==> src/rtl/load_store_unit.sv <==
// -----------------------------------------------------------------------------
// load_store_unit
//
// Memory-access stage that follows the ALU. The ALU result is the effective
// byte address. Each accepted request does one RV32I load or store on a
// word-wide data-memory port whose latency can vary. The unit builds byte
// enables and lane-replicated store data, and it sign- or zero-extends load
// data. Misaligned or illegal accesses raise a fault and never touch memory.
// Byte order is little-endian.
//
// Handshakes:
//   - A request transfers on a rising edge where start_valid && start_ready.
//     start_ready is high only in IDLE. A start_valid seen outside IDLE is
//     dropped, not queued.
//   - The memory transfer completes on a rising edge where mem_req && mem_ack.
//     Every mem_* output holds steady from the moment mem_req rises until that
//     edge. mem_ack can arrive in the first cycle of mem_req. An ack that comes
//     while mem_req is low is ignored.
//   - done pulses for one cycle per accepted request. fault qualifies done.
//
// Ports:
//   clk, rst        clock and synchronous active-high reset
//   start_valid/_ready, is_store, funct3, addr, store_data   request side
//   mem_req, mem_we, mem_addr, mem_be, mem_wdata             memory request
//   mem_rdata, mem_ack                                       memory response
//   done, fault, load_data                                   completion
//   state_dbg       current FSM state (0 IDLE, 1 BUSY, 2 DONE)
// -----------------------------------------------------------------------------
module load_store_unit #(
  parameter int ADDR_WIDTH = 32
) (
  input  logic                  clk,
  input  logic                  rst,
  input  logic                  start_valid,
  output logic                  start_ready,
  input  logic                  is_store,
  input  logic [2:0]            funct3,
  input  logic [ADDR_WIDTH-1:0] addr,
  input  logic [31:0]           store_data,
  output logic                  mem_req,
  output logic                  mem_we,
  output logic [ADDR_WIDTH-1:0] mem_addr,
  output logic [3:0]            mem_be,
  output logic [31:0]           mem_wdata,
  input  logic [31:0]           mem_rdata,
  input  logic                  mem_ack,
  output logic                  done,
  output logic                  fault,
  output logic [31:0]           load_data,
  output logic [1:0]            state_dbg
);

  typedef enum logic [1:0] {
    ST_IDLE = 2'd0,
    ST_BUSY = 2'd1,
    ST_DONE = 2'd2
  } state_t;

  state_t                state_q, state_d;
  logic                  is_store_q, is_store_d;
  logic [2:0]            funct3_q, funct3_d;
  logic [1:0]            off_q, off_d;
  logic                  fault_q, fault_d;
  logic                  mem_req_q, mem_req_d;
  logic                  mem_we_q, mem_we_d;
  logic [ADDR_WIDTH-1:0] mem_addr_q, mem_addr_d;
  logic [3:0]            mem_be_q, mem_be_d;
  logic [31:0]           mem_wdata_q, mem_wdata_d;
  logic [31:0]           load_data_q, load_data_d;

  // Decode of the request currently on the inputs.
  logic        req_legal;
  logic        req_misaligned;
  logic [3:0]  req_be;
  logic [31:0] req_wdata;

  always_comb begin
    req_legal      = 1'b0;
    req_misaligned = 1'b0;
    req_be         = 4'b0000;
    req_wdata      = store_data;

    if (is_store) begin
      req_legal = (funct3 == 3'b000) || (funct3 == 3'b001) || (funct3 == 3'b010);
    end else begin
      req_legal = (funct3 == 3'b000) || (funct3 == 3'b001) || (funct3 == 3'b010) ||
                  (funct3 == 3'b100) || (funct3 == 3'b101);
    end

    // funct3[1:0] gives the access size for every legal code.
    case (funct3[1:0])
      2'b00: begin
        req_be    = 4'b0001 << addr[1:0];
        req_wdata = {4{store_data[7:0]}};
      end
      2'b01: begin
        req_misaligned = addr[0];
        req_be         = 4'b0011 << {addr[1], 1'b0};
        req_wdata      = {2{store_data[15:0]}};
      end
      default: begin
        req_misaligned = (addr[1:0] != 2'b00);
        req_be         = 4'b1111;
        req_wdata      = store_data;
      end
    endcase
  end

  // Load extraction. The addressed byte or half is moved down to bit 0
  // first, so each width needs just one extension rule.
  logic [31:0] rdata_shifted;
  logic [31:0] load_ext;

  always_comb begin
    rdata_shifted = mem_rdata >> {off_q, 3'b000};
    load_ext      = rdata_shifted;
    case (funct3_q)
      3'b000:  load_ext = {{24{rdata_shifted[7]}}, rdata_shifted[7:0]};
      3'b001:  load_ext = {{16{rdata_shifted[15]}}, rdata_shifted[15:0]};
      3'b100:  load_ext = {24'h000000, rdata_shifted[7:0]};
      3'b101:  load_ext = {16'h0000, rdata_shifted[15:0]};
      default: load_ext = rdata_shifted;
    endcase
  end

  // Next-state logic.
  always_comb begin
    state_d     = state_q;
    is_store_d  = is_store_q;
    funct3_d    = funct3_q;
    off_d       = off_q;
    fault_d     = fault_q;
    mem_req_d   = mem_req_q;
    mem_we_d    = mem_we_q;
    mem_addr_d  = mem_addr_q;
    mem_be_d    = mem_be_q;
    mem_wdata_d = mem_wdata_q;
    load_data_d = load_data_q;

    case (state_q)
      ST_IDLE: begin
        if (start_valid) begin
          is_store_d = is_store;
          funct3_d   = funct3;
          off_d      = addr[1:0];
          if (!req_legal || req_misaligned) begin
            // Fault path: go straight to DONE with no memory traffic.
            fault_d = 1'b1;
            state_d = ST_DONE;
          end else begin
            fault_d     = 1'b0;
            mem_req_d   = 1'b1;
            mem_we_d    = is_store;
            mem_addr_d  = {addr[ADDR_WIDTH-1:2], 2'b00};
            mem_be_d    = req_be;
            mem_wdata_d = req_wdata;
            state_d     = ST_BUSY;
          end
        end
      end
      ST_BUSY: begin
        if (mem_ack) begin
          mem_req_d = 1'b0;
          mem_we_d  = 1'b0;
          mem_be_d  = 4'b0000;
          if (!is_store_q) begin
            load_data_d = load_ext;
          end
          state_d = ST_DONE;
        end
      end
      ST_DONE: begin
        state_d = ST_IDLE;
      end
      default: begin
        state_d = ST_IDLE;
      end
    endcase
  end

  always_ff @(posedge clk) begin
    if (rst) begin
      state_q     <= ST_IDLE;
      is_store_q  <= 1'b0;
      funct3_q    <= 3'b000;
      off_q       <= 2'b00;
      fault_q     <= 1'b0;
      mem_req_q   <= 1'b0;
      mem_we_q    <= 1'b0;
      mem_addr_q  <= '0;
      mem_be_q    <= 4'b0000;
      mem_wdata_q <= 32'h0;
      load_data_q <= 32'h0;
    end else begin
      state_q     <= state_d;
      is_store_q  <= is_store_d;
      funct3_q    <= funct3_d;
      off_q       <= off_d;
      fault_q     <= fault_d;
      mem_req_q   <= mem_req_d;
      mem_we_q    <= mem_we_d;
      mem_addr_q  <= mem_addr_d;
      mem_be_q    <= mem_be_d;
      mem_wdata_q <= mem_wdata_d;
      load_data_q <= load_data_d;
    end
  end

  assign start_ready = (state_q == ST_IDLE);
  assign done        = (state_q == ST_DONE);
  assign fault       = (state_q == ST_DONE) && fault_q;
  assign mem_req     = mem_req_q;
  assign mem_we      = mem_we_q;
  assign mem_addr    = mem_addr_q;
  assign mem_be      = mem_be_q;
  assign mem_wdata   = mem_wdata_q;
  assign load_data   = load_data_q;
  assign state_dbg   = state_q;

endmodule

==> config.mk <==
export PLATFORM = sky130hd
export DESIGN_NAME = load_store_unit
export DESIGN_NICKNAME = d
export VERILOG_FILES = /design/src/rtl/load_store_unit.sv
export SDC_FILE = /design/constraint.sdc
export NUM_CORES = 1
export LEC_CHECK = 0
export ABC_AREA = 1
export BUFFER_PORTS_ARGS = -buffer_cell sky130_fd_sc_hd__buf_2
export CAP_MARGIN = 20
export CORE_UTILIZATION = 35
export CTS_CLUSTER_DIAMETER = 60
export CTS_CLUSTER_SIZE = 24
export DETAILED_ROUTE_END_ITERATION = 10
export HOLD_SLACK_MARGIN = 0.06
export PLACE_DENSITY = 0.66
export REMOVE_ABC_BUFFERS = 1
export SKIP_CTS_REPAIR_TIMING = 1
export SYNTH_ARGS = -nofsm -noshare
export SYNTH_HDL_FRONTEND = slang
export SYNTH_SLANG_ARGS = --single-unit
==> constraint.sdc <==
create_clock -name clk -period 2.3 [get_ports clk]
set_clock_uncertainty 0.2 [all_clocks]
set_input_delay 0.46 -clock clk [delete_from_list [all_inputs] [get_ports clk]]
set_output_delay 0.46 -clock clk [all_outputs]
set_load 0.02 [all_outputs]
---- Word level (Yosys, flattened, before mapping) ----
Index checks and enable logic that the tools add are counted.
W data, S select, Z words.
cells by class
  eq/ne operators ......................... 13
  shift-type cells ........................ 3
  multiplexer cells ....................... 21
  bitwise gates (word level) .............. 2
  reductions and logical operators ........ 18
operators by type and width
  kind                   count
  $pmux W32 S4           1
  $pmux W32 S2           1
  $shr A32 B5 Y32        1
  $pmux W4 S2            2
  $eq A3 B3 Y1 const B   4
  $mux W4                3
  $mux W1                7
  $eq A3 B1 Y1 const B   2
  $logic_not A3 Y1       2
  $mux W2                3
  $ne A2 B2 Y1 const B   3
  $pmux W1 S2            3
  $reduce_and A3 Y1      2
  $logic_or A1 B1 Y1     5
  $eq A2 B1 Y1 const B   2
  $logic_not A2 Y1       2
  $pmux W2 S2            1
  $reduce_and A2 Y1      2
  $reduce_and A4 Y1      1
  $reduce_bool A2 Y1     2
  $shl A1 B2 Y4 const A  1
  $shl A2 B2 Y4 const A  1
  $eq A3 B2 Y1 const B   1
  $eq A2 B2 Y1 const B   1
  other kinds (3)        4
word-level totals
  register bits after elaboration ......... 109
  input port bits ......................... 104
  output and inout port bits .............. 107
  logic and storage cells ................. 68

---- Logic depth before layout (Yosys ltp) ----
Gate-level depths: netlist of the first run.
  word-level depth ........................ 11
  depth in mapped cells ................... 10
  mapped depth without buffers ............ 8

---- Least setup slack after synthesis of the first run ----
No wires, ideal clock.
  path type ............................... in2reg
  start ................................... input port funct3[1]
  end ..................................... register mem_addr_q[10], in the netlist mem_addr[10]
  library setup time ...................... 0.070 ns
  arrival ................................. 1.414 ns
  path slack .............................. 0.616 ns
  cell stages on the path ................. 8
  path through ............................ buf_2 inv_2 nand3_1 nand3_4 buf_6 buf_2 nand2_1 a21oi_1
between the ends
  word-level cells in the longest chain between the ends .. 10
RTL lines
  element                                                  RTL line  text
  start: declaration                                       37        input logic [2:0] funct3,
  $eq A3 B1 Y1 / $logic_not A3 Y1 (equally long branches)  84, 86
  $logic_or A1 B1 Y1 (2 in a row)                          84, 86
  $logic_or A1 B1 Y1                                       86        req_legal = (funct3 == 3'b000) || (funct3 == 3'b001) || (funct3 == 3'b010) ||
  $logic_or A1 B1 Y1                                       87        (funct3 == 3'b100) || (funct3 == 3'b101);
  $mux W1                                                  83        if (is_store) begin
  $logic_not A1 Y1                                         146       if (!req_legal || req_misaligned) begin
  $logic_or A1 B1 Y1 *                                     146
  $not A1 Y1 (no line) *                                   -
  $reduce_and A3 Y1 (no line) *                            -
  end signal: assignment                                   202       mem_addr_q <= mem_addr_d;
  end: declaration                                         66        logic [ADDR_WIDTH-1:0] mem_addr_q, mem_addr_d;
Every way passes the cells marked *; elsewhere a longest branch is shown, timed or not.
A chain may end at the register's enable or synchronous reset.

---- Final worst setup path of the first run ----
  start ................................... register state_q[0], in the netlist state_dbg[0]
  end ..................................... output port fault
between the ends
  word-level cells in the longest chain between the ends .. 2
RTL lines
  element                   RTL line  text
  start: declaration        59        state_t state_q, state_d;
  start signal: assignment  195       state_q <= state_d;
  $eq A2 B2 Y1              211       assign fault = (state_q == ST_DONE) && fault_q;
  $logic_and A1 B1 Y1       211
  end: declaration          48        output logic fault,
No other way between the ends.

==> impl_metrics.json, run 1 <==
{
  "fillers": 1487,
  "p_leak_nw": 3.19,
  "status": "finished clean",
  "synth_top_family_by_area": "simple AND/OR/NAND/NOR gates",
  "rows": 43,
  "ys_ff_latch": 109,
  "gp_congestion": 0.806,
  "seq_area_frac_synth_pct": 43.8,
  "dp_cells": 1070,
  "multi_input_area_um2": 2320,
  "grt_max_degree": 77,
  "finalCritPeriodShare_pct": 80.3,
  "yosys.area.top_type": "dfxtp_1",
  "io_pins": 211,
  "nets": 1005,
  "worstPathCellList": "inv_1, and3_1, buf_2",
  "start_util_pct": 35.9,
  "maxCapViolCount": 0,
  "grt_overflow_total": 0,
  "die_h_um": 121,
  "fin_crit_ps": 1850,
  "synthFlopType": "dfxtp_1",
  "ys_types": 29,
  "via_per_inst": 4.74,
  "rsz0062_at_grt": "no",
  "drc_errors": 0,
  "grt.total_usage_pct": 19.1,
  "worstSetupPathType": "flip-flop to output port",
  "clock_path_buffers": 2,
  "clkTransAtPathRegs_ps": 70,
  "antennaDiodeCount": 0,
  "path_buf_inv": 2,
  "power_density_nw_per_um2": 695,
  "synth_area_um2": 4980,
  "synth_simple_gate_area_share_pct": 26.3,
  "coreArea_um2": 13900,
  "max_freq_ghz": 0.541,
  "clock-root-buffer": "clkbuf_16",
  "die-area_um2": 14700,
  "area_delta_synth_final_pct": 29.1,
  "maxSlewViolCount": 0,
  "drive_above_1_share_pct": 28.4,
  "antenna_found_initial": 0,
  "post-place-ws_ps": 253,
  "vdd_drop_max_v": 0.000322,
  "clock_latency_ps": 350,
  "critPathTopFamily": "flip-flops",
  "drt_first_pass_iters": 6,
  "cp-start-kind": "flip-flop",
  "synth_fa_ha_area_share_pct": 0,
  "fin_tns_setup_ps": 0,
  "vias": 5151,
  "synth.area.mux_share_pct": 0,
  "grt_pass1_wl_mm": 22.4,
  "first_global_vias": 4645,
  "wl_per_cell_um": 13.0,
  "port_buffers": 208,
  "crit_arrival_ps": 1190,
  "synthXorXnorAreaFrac_pct": 0,
  "synthCells": 716,
  "holdCritPathClass": "input port to flip-flop",
  "cp_slowest_stage_delay_ps": 490,
  "cts.sinks": 109,
  "synth_top_area_share_pct": 43.8,
  "synth_area_leaders": "dfxtp_1 (44%), nand2_1 (18%), a21oi_1 (8.2%), o21ai_0 (6.6%), inv_1 (3.6%)",
  "tightest_slew_ps": 519,
  "crit_slowest_cell": "dfxtp_1",
  "dieWidth_um": 121,
  "hold_viol": 0,
  "synth_warnings": 0,
  "postSynth.asyncResetShare_pct": 0,
  "worst_slack_ps": 452,
  "finalNonFillerCells": 1086,
  "tritoncts": "yes",
  "synth_compound_area_share_pct": 20.1,
  "seq_area_um2": 2180,
  "dp_hpwl_mm": 9.66,
  "avgSynthCellArea_um2": 6.95,
  "max_slew_margin_pct": 65.3,
  "worstPathMaxFanout": 7,
  "cts_made_buffers": 9,
  "synth_edf_count": 0,
  "htree_levels": 3,
  "routed_wl_mm": 14.1,
  "ant_nets": 0,
  "required_ps": 1640,
  "setup_viol": 0,
  "critPathCaptureType": "output port",
  "drtIter0Drc": 319
}
-- cell usage in the layout, fill, tap and decap left out, drive strengths merged --
master and n:
clkinv 2, a21oi 82, nand3 28, clkbuf 12, conb 2, o211ai 16, dfxtp 109, o21ai 68
o21bai 16, nor3 1, o2111ai 1, and3 1, nand2 238, or2 8, inv 55, bufinv 1
nor2 44, nand4 1, buf 221
-- path summary, 6_finish.rpt --
| path | from | to | slack [ps] | cells after the start |
|---|---|---|---|---|
| max reg2reg | state_dbg[0]$_SDFFE_PP0P_ | mem_wdata[27]$_SDFFE_PP0P_ | 460 | 8 |
| min | addr[2] | mem_addr[2]$_SDFFE_PP0P_ | 150 | 3 |
| max | state_dbg[0]$_SDFFE_PP0P_ | fault | 450 | 3 |
| min reg2reg | mem_addr[14]$_SDFFE_PP0P_ | mem_addr[14]$_SDFFE_PP0P_ | 260 | 2 |
-- cell families after synthesis --
logic type | after synthesis
and+or+nand+nor | 321
buffers and inverters | 102
other | 1
DFF | 109
AOI/OAI and AO/OA | 183
-- sequential cells by signal (all words and copies together) (netlist names) --
signal,flops
load_data,32
mem_be,4
mem_addr,30
mem_we,1
mem_wdata,32
fault_q,1
is_store_q,1
funct3_q,3
off_q,2
mem_req,1
state_dbg,2
-- worst register-to-register path, delay by kind of cell, from the launching register on --
kind                   cells  cell delay, ps
AND/OR/NAND/NOR            4             540
buffers and inverters      3             480
flip-flops                 1             390
AO/OA/AOI/OAI              1             150
-- power breakdown --
part	leakage [nW]	switching (mW)	total (mW)	internal [mW]
registers	0.887	0.0490	2.03	1.98
clock network	0.147	0.721	1.61	0.885
logic	2.16	0.540	0.834	0.294
-- stage by stage --
stage	util [%]	cell area [um^2]	hold slack, ps	total power, mW
5_1_grt	46.3	6430	151	4.71
2_1_floorplan	-	4710	247	2.55
6_report	46.3	6430	148	4.47
4_1_cts	46.3	6430	135	4.52
3_3_place_gp	44.1	6130	249	2.90
3_5_place_dp	44.1	6130	252	2.91
-- area by class of cell --
class | count | share of cell area, %
multi-input cells | 506 | 36.2
flip-flops and latches | 109 | 33.9
clock inverters | 4 | 0.876
clock buffers | 12 | 3.83
well taps | 180 | 3.50
inverters | 54 | 3.19
repair buffers | 221 | 18.5
-- synthesized netlist by cell type, types with 5 or more instances --
cell and count:
o21bai_1 16, o211ai_1 16, clkbuf_1 21, buf_2 11, o21ai_0 66, nand3_1 26, nor2_1 42, inv_2 5
buf_4 8, a21oi_1 82, or2_2 8, nand2_1 235, inv_1 48, buf_6 7, dfxtp_1 109
-- per-layer routing --
layer  track usage (%)  part of all wire (%)  up-vias
li1                  -                     -     2677
met1              24.5                    45     2314
met2              31.8                    48      140
met3              2.77                   4.8       20
met4              8.26                   2.1        0
met5                 0                     0        -
No activity file was read; power rests on OpenSTA's default activity.
==> run 2, diff against run 1 <==
Clock period 2.3 ns to 1.75 ns, I/O delays scaled along.
==> run 2 against run 1 <==
  * Non-clock buffer count rose by 43
  * Sequential share of layout area fell by 2.4 points
  * Setup slack worse by 400 ps
  * Count of clock-buffer cells in the layout rose by 1
  * Final area up 7.9%
  * Cell count rose by 3.9%
  * Via count rose by 3.0%
  * Clock power rose by 23%
  * Power grew 31%
  * Combinational power is 46% higher
  * Die area unchanged
==> impl_metrics.json, run 2 (same netlist as run 1, synthesis figures left out) <==
{
  "crit_slowest_cell": "dfxtp_4",
  "worstSetupPathType": "flip-flop to output port",
  "r2r_start": "state_dbg[1]$_SDFFE_PP0P_",
  "cts.sinks": 109,
  "cp-start-kind": "flip-flop",
  "clock_path_buffers": 2,
  "grt.total_usage_pct": 19.2,
  "placed_cell_area_um2": 6370,
  "grt_overflow_total": 0,
  "gp_congestion": 0.785,
  "intPower_mw": 4.19,
  "fin_crit_ps": 1690,
  "tritoncts": "yes",
  "dp_hpwl_mm": 10.0,
  "die_h_um": 121,
  "p_leak_nw": 3.41,
  "multi_input_area_um2": 2330,
  "clock-root-buffer": "clkbuf_16",
  "nets": 1048,
  "grt_max_degree": 77,
  "critPathCaptureType": "output port",
  "r2r_cells": 8,
  "crit_end": "done",
  "start_util_pct": 35.9,
  "hold_viol": 0,
  "clock_power_share_pct": 33.7,
  "fillers": 1424,
  "dieWidth_um": 121,
  "vdd_drop_max_v": 0.000469,
  "seq_area_um2": 2190,
  "final_core_util_pct": 50.0,
  "power_density_nw_per_um2": 847,
  "maxSlewViolCount": 0,
  "cp_slowest_stage_delay_ps": 370,
  "antennaDiodeCount": 0,
  "rrSetupSlack_ps": 130,
  "final_area_um2": 6930,
  "final_cell_mix": "nand2_1 (235), buf_2 (207), dfxtp_1 (107)",
  "setup_viol": 0,
  "port_buffers": 208,
  "final_common_cell": "nand2_1",
  "drt_first_pass_iters": 4,
  "r2r_end": "mem_addr[15]$_SDFFE_PP0P_",
  "drc_errors": 0,
  "cp-startpoint": "state_dbg[1]$_SDFFE_PP0P_",
  "die-area_um2": 14700,
  "clock_latency_ps": 340,
  "coreArea_um2": 13900,
  "max_freq_ghz": 0.590,
  "ant_nets": 0,
  "status": "finished clean",
  "crit_arrival_ps": 1140,
  "path_buf_inv": 3,
  "rows": 43,
  "routed_wl_mm": 14.8,
  "power.share.sequential_pct": 45.5,
  "drtIter0Drc": 282,
  "holdCritPathClass": "input port to flip-flop",
  "area_delta_synth_final_pct": 39.3,
  "first_global_vias": 4703,
  "maxCapViolCount": 0,
  "critPathTopFamily": "flip-flops",
  "via_per_inst": 4.70,
  "grt_pass1_wl_mm": 22.5,
  "finalCritPeriodShare_pct": 96.8,
  "crit_top_cell": "buf_4",
  "worstPathCellList": "inv_1, buf_4, nor2_2, buf_4",
  "drive_above_1_share_pct": 29.1,
  "p_total_mw": 5.87,
  "antenna_found_initial": 0,
  "fin_tns_setup_ps": 0,
  "required_ps": 1200,
  "worstPathMaxFanout": 4,
  "p_sw_mw": 1.68,
  "htree_levels": 3,
  "clkTransAtPathRegs_ps": 70,
  "p_comb_share_pct": 20.8,
  "worst-path-stages": 4,
  "wl_per_cell_um": 13.1,
  "holdWs_ps": 47.5,
  "vias": 5304,
  "cts_made_buffers": 9,
  "p_sw_share_pct": 28.6,
  "io_pins": 211
}
-- run 2: cell types whose count changed in the layout (fill, tap and decap cells not counted), sizes merged --
cell | previous run | this run
buf | 221 | 239
dlygate4sd3 | 0 | 24
inv | 55 | 54
clkinv | 2 | 1
clkbuf | 12 | 14
-- run 2: layout make-up --
cell class / instances / area share (%)
Clock inverter: 2 / 0.505
Clock buffer: 13 / 3.46
Tap cell: 180 / 3.25
Sequential cell: 109 / 31.5
Multi-Input combinational cell: 506 / 33.6
Timing Repair Buffer: 264 / 24.6
Inverter: 54 / 3.03
-- run 2: how the worst min path moves through the flow --
stage / start / to / slack, ps / cells after the start
6_report: addr[26] / mem_addr[26]$_SDFFE_PP0P_ / 50 / 3
5_1_grt: store_data[4] / mem_wdata[4]$_SDFFE_PP0P_ / 60 / 3
4_1_cts: addr[25] / mem_addr[25]$_SDFFE_PP0P_ / 30 / 3
3_5_place_dp: mem_we$_SDFFE_PP0P_ / mem_we$_SDFFE_PP0P_ / 250 / 2
3_3_place_gp: mem_addr[4]$_SDFFE_PP0P_ / mem_addr[4]$_SDFFE_PP0P_ / 250 / 2
2_1_floorplan: rst / mem_addr[10]$_SDFFE_PP0P_ / 220 / 1
-- run 2: metal layers --
| layer | GRT usage, % | vias to the layer above | routed length (um) |
|---|---|---|---|
| met5 | 0 | - | 0 |
| met4 | 5.02 | 0 | 186 |
| met3 | 4.61 | 14 | 817 |
| met2 | 33.3 | 141 | 7390 |
| met1 | 23.6 | 2400 | 6440 |
| li1 | - | 2749 | - |
-- run 2: power groups by stage --
| stage | Clock (mW) | Combinational, mW | Sequential [mW] |
|---|---|---|---|
| after floorplan | 0 | 0.483 | 2.86 |
| after global placement | 0 | 1.16 | 2.72 |
| after detailed placement | 0 | 1.17 | 2.73 |
| after CTS | 2.04 | 1.17 | 2.67 |
| after global routing | 2.15 | 1.35 | 2.68 |
| final | 1.98 | 1.22 | 2.67 |
-- run 2: per-stage QoR --
| stage | instances | setup slack, ps |
|---|---|---|
| 3_3_place_gp | 1088 | 60.9 |
| 5_1_grt | 1128 | -1.62 |
| 6_report | 1128 | 56.1 |
| 4_1_cts | 1103 | -77.4 |
| 2_1_floorplan | 669 | -1160 |
| 3_5_place_dp | 1088 | -11.5 |
-- run 2: worst reg2reg max path, stage by stage, from the launching register on --
cell and delay [ps]:
dfxtp_4 360, nor2_4 150, nand2_4 110, inv_4 110, nand3_4 120, inv_6 130, buf_12 160, nand2_1 70
a21oi_1 130
==> run 3, diff against run 2 <==
Settings changed: CELL_PAD_IN_SITES_DETAIL_PLACEMENT set to 1, CELL_PAD_IN_SITES_GLOBAL_PLACEMENT set to 2, CORE_UTILIZATION 35 to 25, PLACE_DENSITY 0.66 to 0.85.
==> run 3 against run 2 <==
  * Clock power grew 9%
  * Flip-flop and latch count did not move
  * Largest power group unchanged
  * Setup slack improved by 24 ps
  * Via count increased by 5.8%
  * Wire length grew 26%
  * Power increased by 4.9%
  * Combinational power up 9%
  * Utilization shrank 13 points
  * Critical path depth did not move
  * Hold slack lost 2.2 ps
  * Count of clock-buffer cells in the layout shrank 4
  * Sequential share of layout area shrank 1.2 points
==> impl_metrics.json, run 3 (same netlist as run 1, synthesis figures left out) <==
{
  "status": "finished clean",
  "cp-start-kind": "flip-flop",
  "vias": 5611,
  "die-area_um2": 20500,
  "coreArea_um2": 19500,
  "cts.sinks": 109,
  "drtIter0Drc": 203,
  "port_buffers": 208,
  "hold_viol": 0,
  "clkTransAtPathRegs_ps": 90,
  "start_util_pct": 25.6,
  "maxSlewViolCount": 0,
  "hold_path_depth": 3,
  "ant_nets": 0,
  "area_delta_synth_final_pct": 45.0,
  "crit_arrival_ps": 1120,
  "drc_errors": 0,
  "routed_wl_mm": 18.7,
  "final_core_util_pct": 37.1,
  "min_to": "mem_wdata[0]$_SDFFE_PP0P_",
  "grt.total_usage_pct": 17.1,
  "fin_crit_ps": 1670,
  "gp_congestion": 0.752,
  "tritoncts": "yes",
  "p_leak_nw": 3.51,
  "via_per_inst": 4.56,
  "r2r_cells": 8,
  "dieWidth_um": 143,
  "hold_start": "store_data[0]",
  "critPathTopFamily": "flip-flops",
  "post-place-ws_ps": -23.7,
  "grt_overflow_total": 0,
  "max_freq_ghz": 0.599,
  "fillers": 2505,
  "final_cell_mix": "nand2_1 (235), buf_2 (207), dfxtp_1 (107)",
  "r2r_end": "mem_addr[27]$_SDFFE_PP0P_",
  "drive_above_1_share_pct": 30.2,
  "nets": 1064,
  "worst-path-stages": 4,
  "first_global_vias": 5260,
  "required_ps": 1200,
  "clock_path_buffers": 2,
  "holdCritPathClass": "input port to flip-flop",
  "antenna_found_initial": 1,
  "vdd_drop_max_v": 0.000465,
  "worstPathMaxFanout": 4,
  "crit_slowest_cell": "dfxtp_4",
  "grt_max_degree": 77,
  "cts_made_buffers": 9,
  "wl_per_cell_um": 15.2,
  "worstPathCellList": "inv_2, buf_4, nor2_4, buf_6",
  "grt_pass1_wl_mm": 27.3,
  "clock_latency_ps": 360,
  "final_common_cell": "nand2_1",
  "critPathCaptureType": "output port",
  "dp_hpwl_mm": 12.8,
  "seq_area_um2": 2190,
  "clock-root-buffer": "clkbuf_16",
  "die_h_um": 143,
  "finalCritPeriodShare_pct": 95.4,
  "worstSetupPathType": "flip-flop to output port",
  "multi_input_area_um2": 2330,
  "r2r_start": "state_dbg[0]$_SDFFE_PP0P_",
  "drt_first_pass_iters": 4,
  "cp_slowest_stage_delay_ps": 380,
  "rrSetupSlack_ps": 100,
  "antennaDiodeCount": 0,
  "setup_viol": 0,
  "io_pins": 211,
  "power_density_nw_per_um2": 854,
  "path_buf_inv": 3,
  "worst_slack_ps": 80.0,
  "rows": 51,
  "maxCapViolCount": 0,
  "htree_levels": 3
}
## run 3: cell types whose count changed in the layout (fill, tap and decap cells not counted), sizes merged
| cell | before | now |
|---|---|---|
| clkinv | 1 | 3 |
| inv | 54 | 58 |
| buf | 239 | 247 |
| bufinv | 1 | 0 |
| dlygate4sd3 | 24 | 31 |
| clkbuf | 14 | 11 |
## run 3: through the flow
step / hold WS [ps] / cell area [um^2] / power (mW) / TNS, ps / instances
floorplan: 219 / 4710 / 3.35 / -80120 / 669
global placement: 247 / 6500 / 3.96 / 0 / 1179
detailed placement: 251 / 6500 / 3.97 / -46.6 / 1179
CTS: 8.11 / 6810 / 6.16 / -113 / 1195
global route: 59.2 / 7220 / 6.49 / -5.16 / 1230
finish: 45.4 / 7220 / 6.16 / 0 / 1230
## run 3: layer usage
metal,routed length (um),share of wire (%),global-route usage (%),up-vias
met3,1330,7.1,5.00,26
met5,17,0.091,0,-
met4,397,2.1,6.11,2
li1,-,-,-,2789
met2,8860,47,28.0,163
met1,8130,43,21.3,2631
## run 3: how the worst max path moves through the flow
stage | startpoint | end | slack [ps]
global route | state_dbg[0]$_SDFFE_PP0P_ | mem_be[3]$_SDFFE_PP0P_ | -5
floorplan | state_dbg[0]$_SDFFE_PP0P_ | load_data[7]$_SDFFE_PP0P_ | -1160
detailed placement | addr[0] | mem_addr[26]$_SDFFE_PP0P_ | -20
finish | state_dbg[1]$_SDFFE_PP0P_ | done | 80
global placement | addr[0] | mem_be[3]$_SDFFE_PP0P_ | 70
CTS | state_dbg[1]$_SDFFE_PP0P_ | done | -110
## run 3: final cells by class
class | count | share of cell area [%]
Multi-Input combinational cell | 506 | 32.3
Sequential cell | 109 | 30.3
Timing Repair Buffer | 280 | 25.5
Tap cell | 265 | 4.59
Clock buffer | 9 | 3.12
Inverter | 54 | 2.98
Clock inverter | 7 | 1.20
## run 3: power breakdown
group	leakage [nW]	switching (mW)	total [mW]	internal (mW)
Sequential	0.888	0.0693	2.67	2.60
Clock	0.151	1.13	2.16	1.03
Combinational	2.47	0.795	1.33	0.538
## run 3: worst min-delay path: stages
cell     delay (ps)
buf_2           110
nand2_1          60
a21oi_1          50
